--- config.mk ---
export PLATFORM = sky130hd
export DESIGN_NAME = pc_fetch_ctrl
export DESIGN_NICKNAME = d
export VERILOG_FILES = /design/src/rtl/pc_fetch_ctrl.sv
export SDC_FILE = /design/constraint.sdc
export NUM_CORES = 1
export LEC_CHECK = 0
export ABC_AREA = 1
export CORE_MARGIN = 1.5
export CORE_UTILIZATION = 47
export DETAILED_ROUTE_END_ITERATION = 7
export PLACE_DENSITY = 0.81
export SLEW_MARGIN = 10
export SYNTH_ARGS = -nofsm -noshare
export SYNTH_HDL_FRONTEND = slang
export SYNTH_SLANG_ARGS = --single-unit
--- constraint.sdc ---
create_clock -name clk -period 2.3 [get_ports clk]
set_input_delay 0.46 -clock clk [delete_from_list [all_inputs] [get_ports clk]]
set_output_delay 0.46 -clock clk [all_outputs]
set_load 0.01 [all_outputs]
--- src/rtl/pc_fetch_ctrl.sv ---
`default_nettype none
// ============================================================================
//  Module   : pc_fetch_ctrl
//  Purpose  : PC register and fetch sequencing (BOOT/RUN/HALT) with
//             saturating cycle and stall performance counters.
//  Revision : 1.0  initial release
// ============================================================================
module pc_fetch_ctrl #(
    parameter logic [31:0] RESET_ADDR  = 32'h0000_0000,
    parameter int          BOOT_CYCLES = 2,
    parameter logic [31:0] HALT_INSTR  = 32'hFFFF_FFFF,
    parameter int          CNT_W       = 32
) (
    input  logic             clk,
    input  logic             rst_n,
    input  logic             PCWrite,
    input  logic [31:0]      NextAddr,
    input  logic [31:0]      Instr,
    input  logic             BranchTaken,
    input  logic [31:0]      BranchTarget,
    output logic [31:0]      PC,
    output logic             FetchValid,
    output logic             Halted,
    output logic             AlignErr,
    output logic [CNT_W-1:0] CycleCount,
    output logic [CNT_W-1:0] StallCount
);

    typedef enum logic [1:0] {
        BOOT = 2'd0,
        RUN  = 2'd1,
        HALT = 2'd2
    } state_t;

    localparam logic [3:0]       c_bootLast = 4'(BOOT_CYCLES - 1);
    localparam logic [CNT_W-1:0] c_cntMax   = '1;

    state_t           r_state, w_stateNext;
    logic [3:0]       r_bootCnt, w_bootCntNext;
    logic [31:0]      r_pc, w_pcNext;
    logic             r_alignErr, w_alignErrNext;
    logic [CNT_W-1:0] r_cycleCnt, w_cycleCntNext;
    logic [CNT_W-1:0] r_stallCnt, w_stallCntNext;

    always_comb begin
        w_stateNext    = r_state;
        w_bootCntNext  = r_bootCnt;
        w_pcNext       = r_pc;
        w_alignErrNext = r_alignErr;
        w_cycleCntNext = r_cycleCnt;
        w_stallCntNext = r_stallCnt;

        case (r_state)
            BOOT: begin
                w_bootCntNext = r_bootCnt + 4'd1;
                if (r_bootCnt == c_bootLast) begin
                    w_stateNext = RUN;
                end
            end
            RUN: begin
                if (r_cycleCnt != c_cntMax) begin
                    w_cycleCntNext = r_cycleCnt + 1'b1;
                end
                // Redirect beats a stall; halt is only honoured on an accepted, unflushed instruction.
                if (BranchTaken) begin
                    w_pcNext = {BranchTarget[31:2], 2'b00};
                    if (BranchTarget[1:0] != 2'b00) begin
                        w_alignErrNext = 1'b1;
                    end
                end else if (!PCWrite) begin
                    if (r_stallCnt != c_cntMax) begin
                        w_stallCntNext = r_stallCnt + 1'b1;
                    end
                end else if (Instr == HALT_INSTR) begin
                    w_stateNext = HALT;
                end else begin
                    w_pcNext = NextAddr;
                end
            end
            HALT: begin
            end
            default: begin
                w_stateNext = BOOT;
            end
        endcase
    end

    always_ff @(posedge clk or negedge rst_n) begin
        if (!rst_n) begin
            r_state    <= BOOT;
            r_bootCnt  <= 4'd0;
            r_pc       <= RESET_ADDR;
            r_alignErr <= 1'b0;
            r_cycleCnt <= '0;
            r_stallCnt <= '0;
        end else begin
            r_state    <= w_stateNext;
            r_bootCnt  <= w_bootCntNext;
            r_pc       <= w_pcNext;
            r_alignErr <= w_alignErrNext;
            r_cycleCnt <= w_cycleCntNext;
            r_stallCnt <= w_stallCntNext;
        end
    end

    assign PC         = r_pc;
    assign FetchValid = (r_state == RUN);
    assign Halted     = (r_state == HALT);
    assign AlignErr   = r_alignErr;
    assign CycleCount = r_cycleCnt;
    assign StallCount = r_stallCnt;

endmodule
`default_nettype wire

After elaboration in Yosys (flattened, before gate mapping)
Cells that the tools add are included.
{"block": "classes", "eq_ne": 11, "muxes": 8, "reduce_logical": 8, "bitwise_logic": 3, "addsub": 3}
{"op": "32-bit two-way mux", "n": 3}
{"op": "32-bit by 1-bit adder with 32-bit output, second input constant", "n": 2}
{"op": "32-bit inequality test, second input constant", "n": 2}
{"op": "32-bit equality test, second input constant", "n": 1}
{"op": "2-bit two-way mux", "n": 4}
{"op": "2-bit inequality test, second input constant", "n": 4}
{"op": "2-bit case mux with 3 select lines", "n": 1}
{"op": "3-bit AND reduction", "n": 2}
{"op": "5-bit AND reduction", "n": 1}
{"op": "4-bit by 1-bit adder with 4-bit output, second input constant", "n": 1}
{"op": "4-bit by 1-bit equality test with 1-bit output, second input constant", "n": 1}
{"op": "4-bit AND reduction", "n": 1}
{"op": "2-bit nonzero test", "n": 2}
{"op": "1-bit inverter", "n": 3}
{"op": "2-bit by 1-bit equality test with 1-bit output, second input constant", "n": 1}
{"op": "2-bit equality test, second input constant", "n": 1}
{"op": "2-bit logical NOT", "n": 1}
{"op": "2-bit by 1-bit inequality test with 1-bit output, second input constant", "n": 1}
{"op": "2-bit AND reduction", "n": 1}
{"block": "word_totals", "inputBits": 100, "wordCells": 39, "ff_bits": 103, "output_inout_bits": 99}

Logic depth before layout (Yosys ltp)
Gate-level depths: netlist of the first run.
{"block": "logic_depth", "depth_word": 5, "depth_mapped": 11, "mapped_depth_nobuf": 11}

Worst setup path after synthesis of the first run
Ideal clock, no wire load.
{"block": "synth_path", "path_kind": "reg2reg", "from": "register r_cycleCnt[0] (netlist: CycleCount[0])", "to": "register r_cycleCnt[19] (netlist: CycleCount[19])", "synth_period_minus_slack_ns": 1.793, "path_buffers": 1, "setup_slack_ns": 0.507, "stages_incl_launch_ff": 12, "t_arrival_ns": 1.676, "setup_ns": 0.117, "required_time_ns": 2.183, "path_cell_list": "dfrtp_1 > ha_1 > inv_1 > nor2_2 > nand2_1 > nor2_1 > nand2_1 > nand2_4 > inv_4 > buf_6 > nand3b_1 > nand2_1"}
{"block": "synth_between", "elab_chain_len": 2, "word_cells_on_any_way": 3, "classes_between": "1 x add/sub; 1 x eq/ne; 1 x reduce/logical"}
{"element": "start: declaration", "line_no": "42", "source": "logic [CNT_W-1:0] r_cycleCnt, w_cycleCntNext;"}
{"element": "start signal: assignment", "line_no": "101", "source": "r_cycleCnt <= w_cycleCntNext;"}
{"element": "branches (longest 2 deep; another with 32-bit by 1-bit adder with 32-bit output)"}
Parallel ways; which one is timed is not known.
A chain may end at the register's enable or synchronous reset.

Worst setup path in the final report of the first run
{"block": "layout_path", "from": "register r_state[0]", "to": "output Halted"}
{"block": "layout_between", "elab_chain_len": 1}
{"element": "start: declaration", "line_no": "38", "source": "state_t r_state, w_stateNext;"}
{"element": "start signal: assignment", "line_no": "97", "source": "r_state <= w_stateNext;"}
{"element": "2-bit equality test", "line_no": "108", "source": "assign Halted = (r_state == HALT);"}
{"element": "end: declaration", "line_no": "23", "source": "output logic Halted,"}
No other way between the ends.

==> run summary, run 1 <==
### Outcome
* result of the run: complete, no violations

### Cells and area
* P&R area growth vs syn: 38.9%
* fin cells: 1324
* Nets: 1247
* sequential standard cell area: 2580 µm²
* commonest cells after routing, fill and taps aside: sky130_fd_sc_hd__nand2_1, sky130_fd_sc_hd__clkdlybuf4s50_1, sky130_fd_sc_hd__nor2_1
* FILL cells: 1161
* number of antenna repair diodes: 0
* final standard cell area without fillers: 8790 µm²
* most common cell after layout, fill and taps aside: sky130_fd_sc_hd__nand2_1
* combined area of the multi-input logic cells: 3430 µm²
* share of layout cells above drive strength 1: 4.44%

### GRT
* number of global-route vias before repair: 6065
* overflow left after global routing: 0
* global-route wire length before repair: 28700 µm
* total routing resource utilization after global routing: 24.9%
* initial antenna violation count: 0
* maximum number of pins on one net before global-route repair: 104

### Pwr
* total chip power: 5.62 mW
* Flop pwr share: 40.0%
* Power Density: 640 nW/µm²
* share of total power in combinational logic: 33.3%
* peak supply drop: 398 µV
* Sw Ratio: 34.7%
* sw power: 1.95 mW
* Internal: 3.67 mW
* leak pwr: 4.05 nW
* clock group share of total power: 26.7%

### Clock network
* cell chosen for the clock root: sky130_fd_sc_hd__clkbuf_16
* number of sinks on the clock net: 103
* TritonCTS Buffers: 9
* number of H-tree levels: 3
* Post-CTS Setup Inserts: 0
* CTS-repair resized insts: 0
* deepest clock path buffer count: 2
* clock tree from TritonCTS: yes
* # hold bufs at CTS: 0
* clock latency reported for the late side of the worst-skew pair: 350 ps
* clk slew on worst S/H paths: 70 ps

### Placement
* setup slack at placement: 215 ps
* placed insts: 1308
* Post-DP Area: 8500 µm²
* HPWL after DPL: 13100 µm
* GPL Wtd Cong: 0.891
* # port buffers: 198

### Setup path
* required time of the worst setup path: 1840 ps
* maximum single-stage delay on the critical path: 550 ps
* cell type of the slowest stage on the worst timing path: sky130_fd_sc_hd__clkdlybuf4s50_1
* worst setup path category: reg2out
* CP most frequent cell: sky130_fd_sc_hd__inv_1
* ordered cell list for the critical path: inv_1 > nand2_1 > inv_1 > clkdlybuf4s50_1
* category of the worst setup path capture point: output port
* peak fanout along the critical path: 4
* crit path DAT: 1710 ps
* startpoint type of the worst setup path: register

### Timing
* Final Max Slew Viols: 0
* Slew @ Worst Pin: 573 ps
* maximum clock frequency: 461 MHz
* Hold Violations, Final: 0
* final sum of negative setup slack: 0 ps
* final worst path period need: 2170 ps
* final critical-path share of the clock period: 94.2%
* number of setup violations in the final report: 0
* slew margin rel.: 61.8%
* final setup margin: 133 ps
* unrepaired setup endpoints after global routing: false
* Post-Route Skew: 6.49 ps

### Floorplanning
* total I/O pin count: 199
* initial core utilization: 48.0%
* Die Y: 119 µm
* full die area: 14200 µm²
* site row count: 42
* horizontal die dimension: 119 µm
* core region area: 13200 µm²

### Logic synthesis
* flip-flop and latch count after synthesis: 103
* number of instances in the synthesized netlist: 947
* top-area cell type share of the netlist area: 40.7%
* post-synthesis net count: 1051
* Post-Synthesis Cell Area: 6330 µm²
* total number of yosys warnings: 0
* Distinct cells, synth: 29
* cell type with the largest total area after synthesis: sky130_fd_sc_hd__dfrtp_1
* main area contributors after synthesis: sky130_fd_sc_hd__dfrtp_1, sky130_fd_sc_hd__nand2_1, sky130_fd_sc_hd__nor2_1
* sequential share of the synthesized area: 40.7%
* Avg Cell Area, Syn: 6.68 µm²

### Flow run
* max_cap viols: 0

### Routing
* remaining design rule violation count: 0
* vias after detailed routing: 6642
* vias per cell: 5.02
* Detailed Routing Iterations Pass 1: 5
* Antenna Violating Nets Remaining: 0
* drt initial violations: 517
* final routed wire length divided by cell count: 13.1 µm
* total wire length after detailed routing: 17400 µm

### Hold path
* classification of the worst-slack hold path: in2async

==> cell families (layout without fill, tap and decap cells) <==
logic type	after synthesis	count (layout)	synth area share (%)
simple gates	726	726	47.6
flops	103	103	40.7
buf+inv	66	267	5.20
xor+xnor	27	27	3.74
compound gates	21	21	1.94
fa+ha+maj	4	4	0.791
==> path summary, 6_finish.rpt <==
check	slack, ps	cells after the start	from	end
hold reg to reg	480	2	PC[1]	PC[1]
setup / recovery	130	4	r_state[0]	Halted
min in group clk	480	2	PC[1]	PC[1]
max in group asynchronous	1710	2	rst_n	StallCount[27]
hold / removal	130	2	rst_n	StallCount[13]
setup reg to reg	250	10	StallCount[0]	StallCount[5]
==> cell type report <==
| class | instances | share of cell area [%] |
|---|---|---|
| clock buffers | 9 | 2.56 |
| clock inverters | 7 | 0.712 |
| inverters | 35 | 1.55 |
| multi-input cells | 778 | 39.0 |
| flip-flops and latches | 103 | 29.3 |
| well taps | 176 | 2.50 |
| repair buffers | 216 | 24.3 |
==> stage by stage <==
step	hold WS (ps)	util (%)
floorplan	164	-
global placement	455	64.5
detailed placement	458	64.5
CTS	193	66.6
global route	223	66.6
finish	133	66.6
==> metal layers <==
layer	GRT usage, %	vias to the layer above	wire length [µm]
li1	-	3351	-
met1	32.1	3021	7310
met2	41.7	234	8560
met3	3.83	36	978
met4	10.5	0	520
met5	0	-	0
==> registers in the layout, summed over array words and instances (netlist names) <==
name        cells
AlignErr        1
PC             32
r_bootCnt       4
CycleCount     32
r_state         2
StallCount     32
==> worst max-delay path, delay by kind of cell, from the launching register on <==
| family | cells | cell delay (ps) |
|---|---|---|
| buffers and inverters | 3 | 850 |
| flip-flops | 1 | 410 |
| AND/OR/NAND/NOR | 1 | 100 |
==> synth_stat cells, drive strengths merged <==
master  instances
a21oi           1
nor3            1
nand3          17
xnor2           9
nor2          120
xor2           18
clkbuf         13
inv            35
o21ai          19
o21bai          1
dfrtp         103
nand4          36
or2             1
and2            2
ha              4
buf            18
nand3b         31
nand2         518
==> power groups by stage <==
stage	Clock [mW]	Sequential, mW	Combinational (mW)
6_report	1.50	2.25	1.87
4_1_cts	1.53	2.25	1.88
5_1_grt	1.60	2.28	2.05
3_5_place_dp	0	2.28	1.88
3_3_place_gp	0	2.27	1.85
2_1_floorplan	0	2.33	0.919
Note: power is estimated with default switching activity, not from simulation.
==> inputs of run 2 (changes only) <==
--- a/config.mk
+++ b/config.mk
@@ -10,6 +10,7 @@
 export CORE_UTILIZATION = 47
 export DETAILED_ROUTE_END_ITERATION = 7
 export PLACE_DENSITY = 0.81
+export RECOVER_POWER = 50
 export SLEW_MARGIN = 10
 export SYNTH_ARGS = -nofsm -noshare
 export SYNTH_HDL_FRONTEND = slang
==> run 2 against run 1 <==
Combinational power is 2% lower. Power decreased by 0.82%. Sequential power about the same. Wire length shrank 0.20%. Cell count stayed put. Setup slack better by 15 ps. Clock-buffer cell count unchanged. Critical path type unchanged. Largest cell class unchanged. Highest routed layer unchanged.
==> run summary, run 2 (synthesis results as in run 1) <==
### Timing
* Hold Violations, Final: 0
* final critical-path share of the clock period: 93.6%
* Slew @ Worst Pin: 1410 ps
* Post-Route Skew: 6.05 ps
* unrepaired setup endpoints after global routing: false
* maximum clock frequency: 465 MHz
* final worst path period need: 2150 ps
* Final Max Slew Viols: 0
* slew margin rel.: 5.96%
* final setup margin: 148 ps
* number of setup violations in the final report: 0
* final sum of negative setup slack: 0 ps

### Clock network
* Post-CTS Setup Inserts: 0
* cell chosen for the clock root: sky130_fd_sc_hd__clkbuf_16
* clock latency reported for the late side of the worst-skew pair: 350 ps
* # hold bufs at CTS: 0
* clock tree from TritonCTS: yes
* TritonCTS Buffers: 9
* deepest clock path buffer count: 2
* number of H-tree levels: 3
* clk slew on worst S/H paths: 70 ps
* CTS-repair resized insts: 0
* number of sinks on the clock net: 103

### Cells and area
* combined area of the multi-input logic cells: 3430 µm²
* P&R area growth vs syn: 38.6%
* commonest cells after routing, fill and taps aside: sky130_fd_sc_hd__nand2_1, sky130_fd_sc_hd__clkdlybuf4s50_1, sky130_fd_sc_hd__nor2_1
* FILL cells: 1166
* number of antenna repair diodes: 0
* Nets: 1247
* sequential standard cell area: 2580 µm²
* share of layout cells above drive strength 1: 4.27%
* most common cell after layout, fill and taps aside: sky130_fd_sc_hd__nand2_1
* core occupancy in the finished layout: 66.5%

### GRT
* maximum number of pins on one net before global-route repair: 104
* overflow left after global routing: 0
* initial antenna violation count: 0
* number of global-route vias before repair: 6065
* global-route wire length before repair: 28700 µm
* total routing resource utilization after global routing: 24.9%

### Floorplanning
* site row count: 42
* horizontal die dimension: 119 µm
* initial core utilization: 48.0%
* total I/O pin count: 199
* full die area: 14200 µm²
* core region area: 13200 µm²
* Die Y: 119 µm

### Routing
* remaining design rule violation count: 0
* vias per cell: 4.99
* total wire length after detailed routing: 17300 µm
* Antenna Violating Nets Remaining: 0
* Detailed Routing Iterations Pass 1: 5
* vias after detailed routing: 6602
* final routed wire length divided by cell count: 13.1 µm
* drt initial violations: 562

### Setup path
* worst setup path category: reg2out
* startpoint type of the worst setup path: register
* category of the worst setup path capture point: output port
* peak fanout along the critical path: 4
* worst setup slack for register-to-register paths: 240 ps
* required time of the worst setup path: 1840 ps
* cell type of the slowest stage on the worst timing path: sky130_fd_sc_hd__clkdlybuf4s50_1
* maximum single-stage delay on the critical path: 550 ps
* CP most frequent cell: sky130_fd_sc_hd__inv_1
* crit path DAT: 1690 ps
* ordered cell list for the critical path: inv_1 > nand2_1 > inv_1 > clkdlybuf4s50_1

### Hold path
* classification of the worst-slack hold path: reg2reg

### Placement
* HPWL after DPL: 13100 µm
* GPL Wtd Cong: 0.891
* # port buffers: 198
* setup slack at placement: 215 ps

### Pwr
* peak supply drop: 398 µV
* leak pwr: 4.05 nW
* Power Density: 636 nW/µm²

### Outcome
* result of the run: complete, no violations

### Flow run
* max_cap viols: 0

[run 2: changes by cell type in the layout (fill, tap and decap cells not counted), sizes merged]
| cell | delta |
|---|---|
| clkbuf | +5 |
| dlygate4sd3 | +13 |
| buf | -5 |
| clkdlybuf4s50 | -13 |
[run 2: report_power, final]
group	switching, mW	internal [mW]	leakage, nW
registers	0.202	2.05	1.34
clock network	0.746	0.758	0.139
logic	1.00	0.822	2.57
[run 2: cell type report]
class | instances | area share (%)
multi-input cells | 778 | 39.1
flip-flops and latches | 103 | 29.4
clock inverters | 7 | 0.713
inverters | 35 | 1.56
clock buffers | 9 | 2.57
well taps | 176 | 2.51
repair buffers | 216 | 24.1
[run 2: critical path: cells and delay by family (launching register included)]
| family | cells | cell delay [ps] |
|---|---|---|
| buffers and inverters | 3 | 840 |
| flip-flops | 1 | 410 |
| AND/OR/NAND/NOR | 1 | 100 |
[run 2: per-layer routing]
| layer | global-route usage (%) | wire (µm) | vias to the layer above |
|---|---|---|---|
| li1 | - | - | 3353 |
| met1 | 32.1 | 7280 | 2978 |
| met2 | 41.7 | 8520 | 233 |
| met3 | 3.83 | 1010 | 38 |
| met4 | 10.5 | 519 | 0 |
| met5 | 0 | 0 | - |
[run 2: worst paths after layout]
kind,depth (start not counted),to,startpoint
worst max-delay path,4,Halted,r_state[0]
min in group asynchronous,2,StallCount[11],rst_n
worst max register to register,10,StallCount[5],StallCount[0]
max in group asynchronous,2,StallCount[27],rst_n
worst min register to register,2,PC[10],PC[10]
worst min-delay path,2,PC[10],PC[10]
[run 2: per-stage QoR]
stage / cell area (µm²) / power (mW) / hold WS, ps / std cells
floorplan: 6330 / 3.25 / 164 / 947
global placement: 8500 / 4.12 / 455 / 1308
detailed placement: 8500 / 4.17 / 458 / 1308
CTS: 8790 / 5.67 / 193 / 1324
global route: 8770 / 5.88 / 494 / 1324
finish: 8770 / 5.58 / 471 / 1324
==> inputs of run 3 (changes only) <==
--- a/config.mk
+++ b/config.mk
@@ -6,9 +6,11 @@
 export NUM_CORES = 1
 export LEC_CHECK = 0
 export ABC_AREA = 1
+export CAP_MARGIN = 15
 export CORE_MARGIN = 1.5
 export CORE_UTILIZATION = 47
 export DETAILED_ROUTE_END_ITERATION = 7
+export GPL_ROUTABILITY_DRIVEN = 0
 export PLACE_DENSITY = 0.81
 export RECOVER_POWER = 50
 export SLEW_MARGIN = 10
==> run 3 against run 2 <==
Via count rose by 0.92%. Hold slack got worse by 230 ps. Clock skew rose by 1.9 ps. Highest routed layer unchanged. Largest power group unchanged. Critical path type unchanged.
==> run summary, run 3 (synthesis results as in run 1) <==
### Outcome
* result of the run: complete, no violations

### Pwr
* clock group share of total power: 27.0%
* leak pwr: 4.05 nW
* share of total power in combinational logic: 32.4%
* Power Density: 633 nW/µm²
* sw power: 1.94 mW
* Sw Ratio: 34.9%
* Internal: 3.60 mW
* Flop pwr share: 40.6%
* peak supply drop: 398 µV

### Routing
* vias per cell: 5.03
* total wire length after detailed routing: 17400 µm
* remaining design rule violation count: 0
* final routed wire length divided by cell count: 13.1 µm
* Detailed Routing Iterations Pass 1: 5
* drt initial violations: 470
* vias after detailed routing: 6663
* Antenna Violating Nets Remaining: 0

### GRT
* total routing resource utilization after global routing: 24.9%
* global-route wire length before repair: 28500 µm
* number of global-route vias before repair: 6119
* overflow left after global routing: 0
* maximum number of pins on one net before global-route repair: 48
* initial antenna violation count: 0

### Clock network
* deepest clock path buffer count: 2
* clk slew on worst S/H paths: 80 ps
* number of sinks on the clock net: 103
* # hold bufs at CTS: 0
* clock latency reported for the late side of the worst-skew pair: 350 ps
* Post-CTS Setup Inserts: 0
* clock tree from TritonCTS: yes
* number of H-tree levels: 3
* cell chosen for the clock root: sky130_fd_sc_hd__clkbuf_16
* CTS-repair resized insts: 0
* TritonCTS Buffers: 9

### Cells and area
* Nets: 1247
* P&R area growth vs syn: 38.4%
* share of layout cells above drive strength 1: 4.27%
* sequential standard cell area: 2580 µm²
* most common cell after layout, fill and taps aside: sky130_fd_sc_hd__nand2_1
* commonest cells after routing, fill and taps aside: sky130_fd_sc_hd__nand2_1, sky130_fd_sc_hd__clkdlybuf4s50_1, sky130_fd_sc_hd__nor2_1
* combined area of the multi-input logic cells: 3430 µm²
* number of antenna repair diodes: 0
* FILL cells: 1198

### Setup path
* peak fanout along the critical path: 4
* crit path DAT: 1710 ps
* required time of the worst setup path: 1840 ps
* worst setup path category: reg2out
* category of the worst setup path capture point: output port
* cell type of the slowest stage on the worst timing path: sky130_fd_sc_hd__clkdlybuf4s50_1
* maximum single-stage delay on the critical path: 550 ps
* startpoint type of the worst setup path: register
* CP most frequent cell: sky130_fd_sc_hd__inv_1
* ordered cell list for the critical path: inv_1 > nand2_1 > inv_1 > clkdlybuf4s50_1

### Placement
* # port buffers: 198
* setup slack at placement: 174 ps
* HPWL after DPL: 13400 µm

### Timing
* final worst path period need: 2170 ps
* Final Max Slew Viols: 0
* Post-Route Skew: 7.93 ps
* Hold Violations, Final: 0
* number of setup violations in the final report: 0
* maximum clock frequency: 461 MHz
* final critical-path share of the clock period: 94.3%
* unrepaired setup endpoints after global routing: false
* final sum of negative setup slack: 0 ps
* final setup margin: 132 ps
* slew margin rel.: 29.6%
* Slew @ Worst Pin: 1060 ps
* worst hold-check slack: 244 ps

### Hold path
* classification of the worst-slack hold path: in2async

### Floorplanning
* initial core utilization: 48.0%
* Die Y: 119 µm
* site row count: 42
* horizontal die dimension: 119 µm
* full die area: 14200 µm²
* core region area: 13200 µm²
* total I/O pin count: 199

### Flow run
* max_cap viols: 0

run 3: power groups by stage:
stage	combinational, mW	sequential (mW)	clock [mW]
floorplan	0.919	2.33	0
global placement	1.83	2.28	0
detailed placement	1.87	2.28	0
CTS	1.87	2.25	1.53
global route	1.97	2.28	1.59
finish	1.80	2.25	1.49
run 3: worst paths after layout:
kind | depth (start not counted) | endpoint | slack, ps | startpoint
max | 4 | Halted | 130 | r_state[0]
min | 1 | StallCount[19] | 240 | rst_n
max reg2reg | 10 | StallCount[7] | 200 | StallCount[0]
min reg2reg | 2 | PC[31] | 470 | PC[31]
max in group asynchronous | 2 | PC[10] | 460 | rst_n
min in group clk | 2 | PC[31] | 470 | PC[31]
run 3: layout make-up:
cell class | count | share of cell area, %
clock buffers | 9 | 2.57
clock inverters | 7 | 0.700
inverters | 35 | 1.56
multi-input cells | 778 | 39.2
flip-flops and latches | 103 | 29.4
well taps | 176 | 2.51
repair buffers | 216 | 24.1
run 3: critical path, delay by kind of cell, from the launching register on:
kind	cells	cell delay [ps]
DFF	1	410
buffers and inverters	3	840
and+or+nand+nor	1	100
run 3: per-stage QoR:
| step | utilization, % | instance area (µm²) | total power [mW] | instances |
|---|---|---|---|---|
| finish | 66.4 | 8760 | 5.54 | 1324 |
| detailed placement | 64.5 | 8500 | 4.16 | 1308 |
| global placement | 64.5 | 8500 | 4.11 | 1308 |
| floorplan | - | 6330 | 3.25 | 947 |
| CTS | 66.6 | 8790 | 5.65 | 1324 |
| global route | 66.4 | 8760 | 5.84 | 1324 |
run 3: metal layers:
layer | track usage (%) | share of wire [%] | vias up
li1 | - | - | 3360
met5 | 0 | 0 | -
met1 | 30.3 | 41 | 3019
met4 | 12.1 | 3.1 | 0
met2 | 42.9 | 50 | 247
met3 | 4.07 | 6.0 | 37
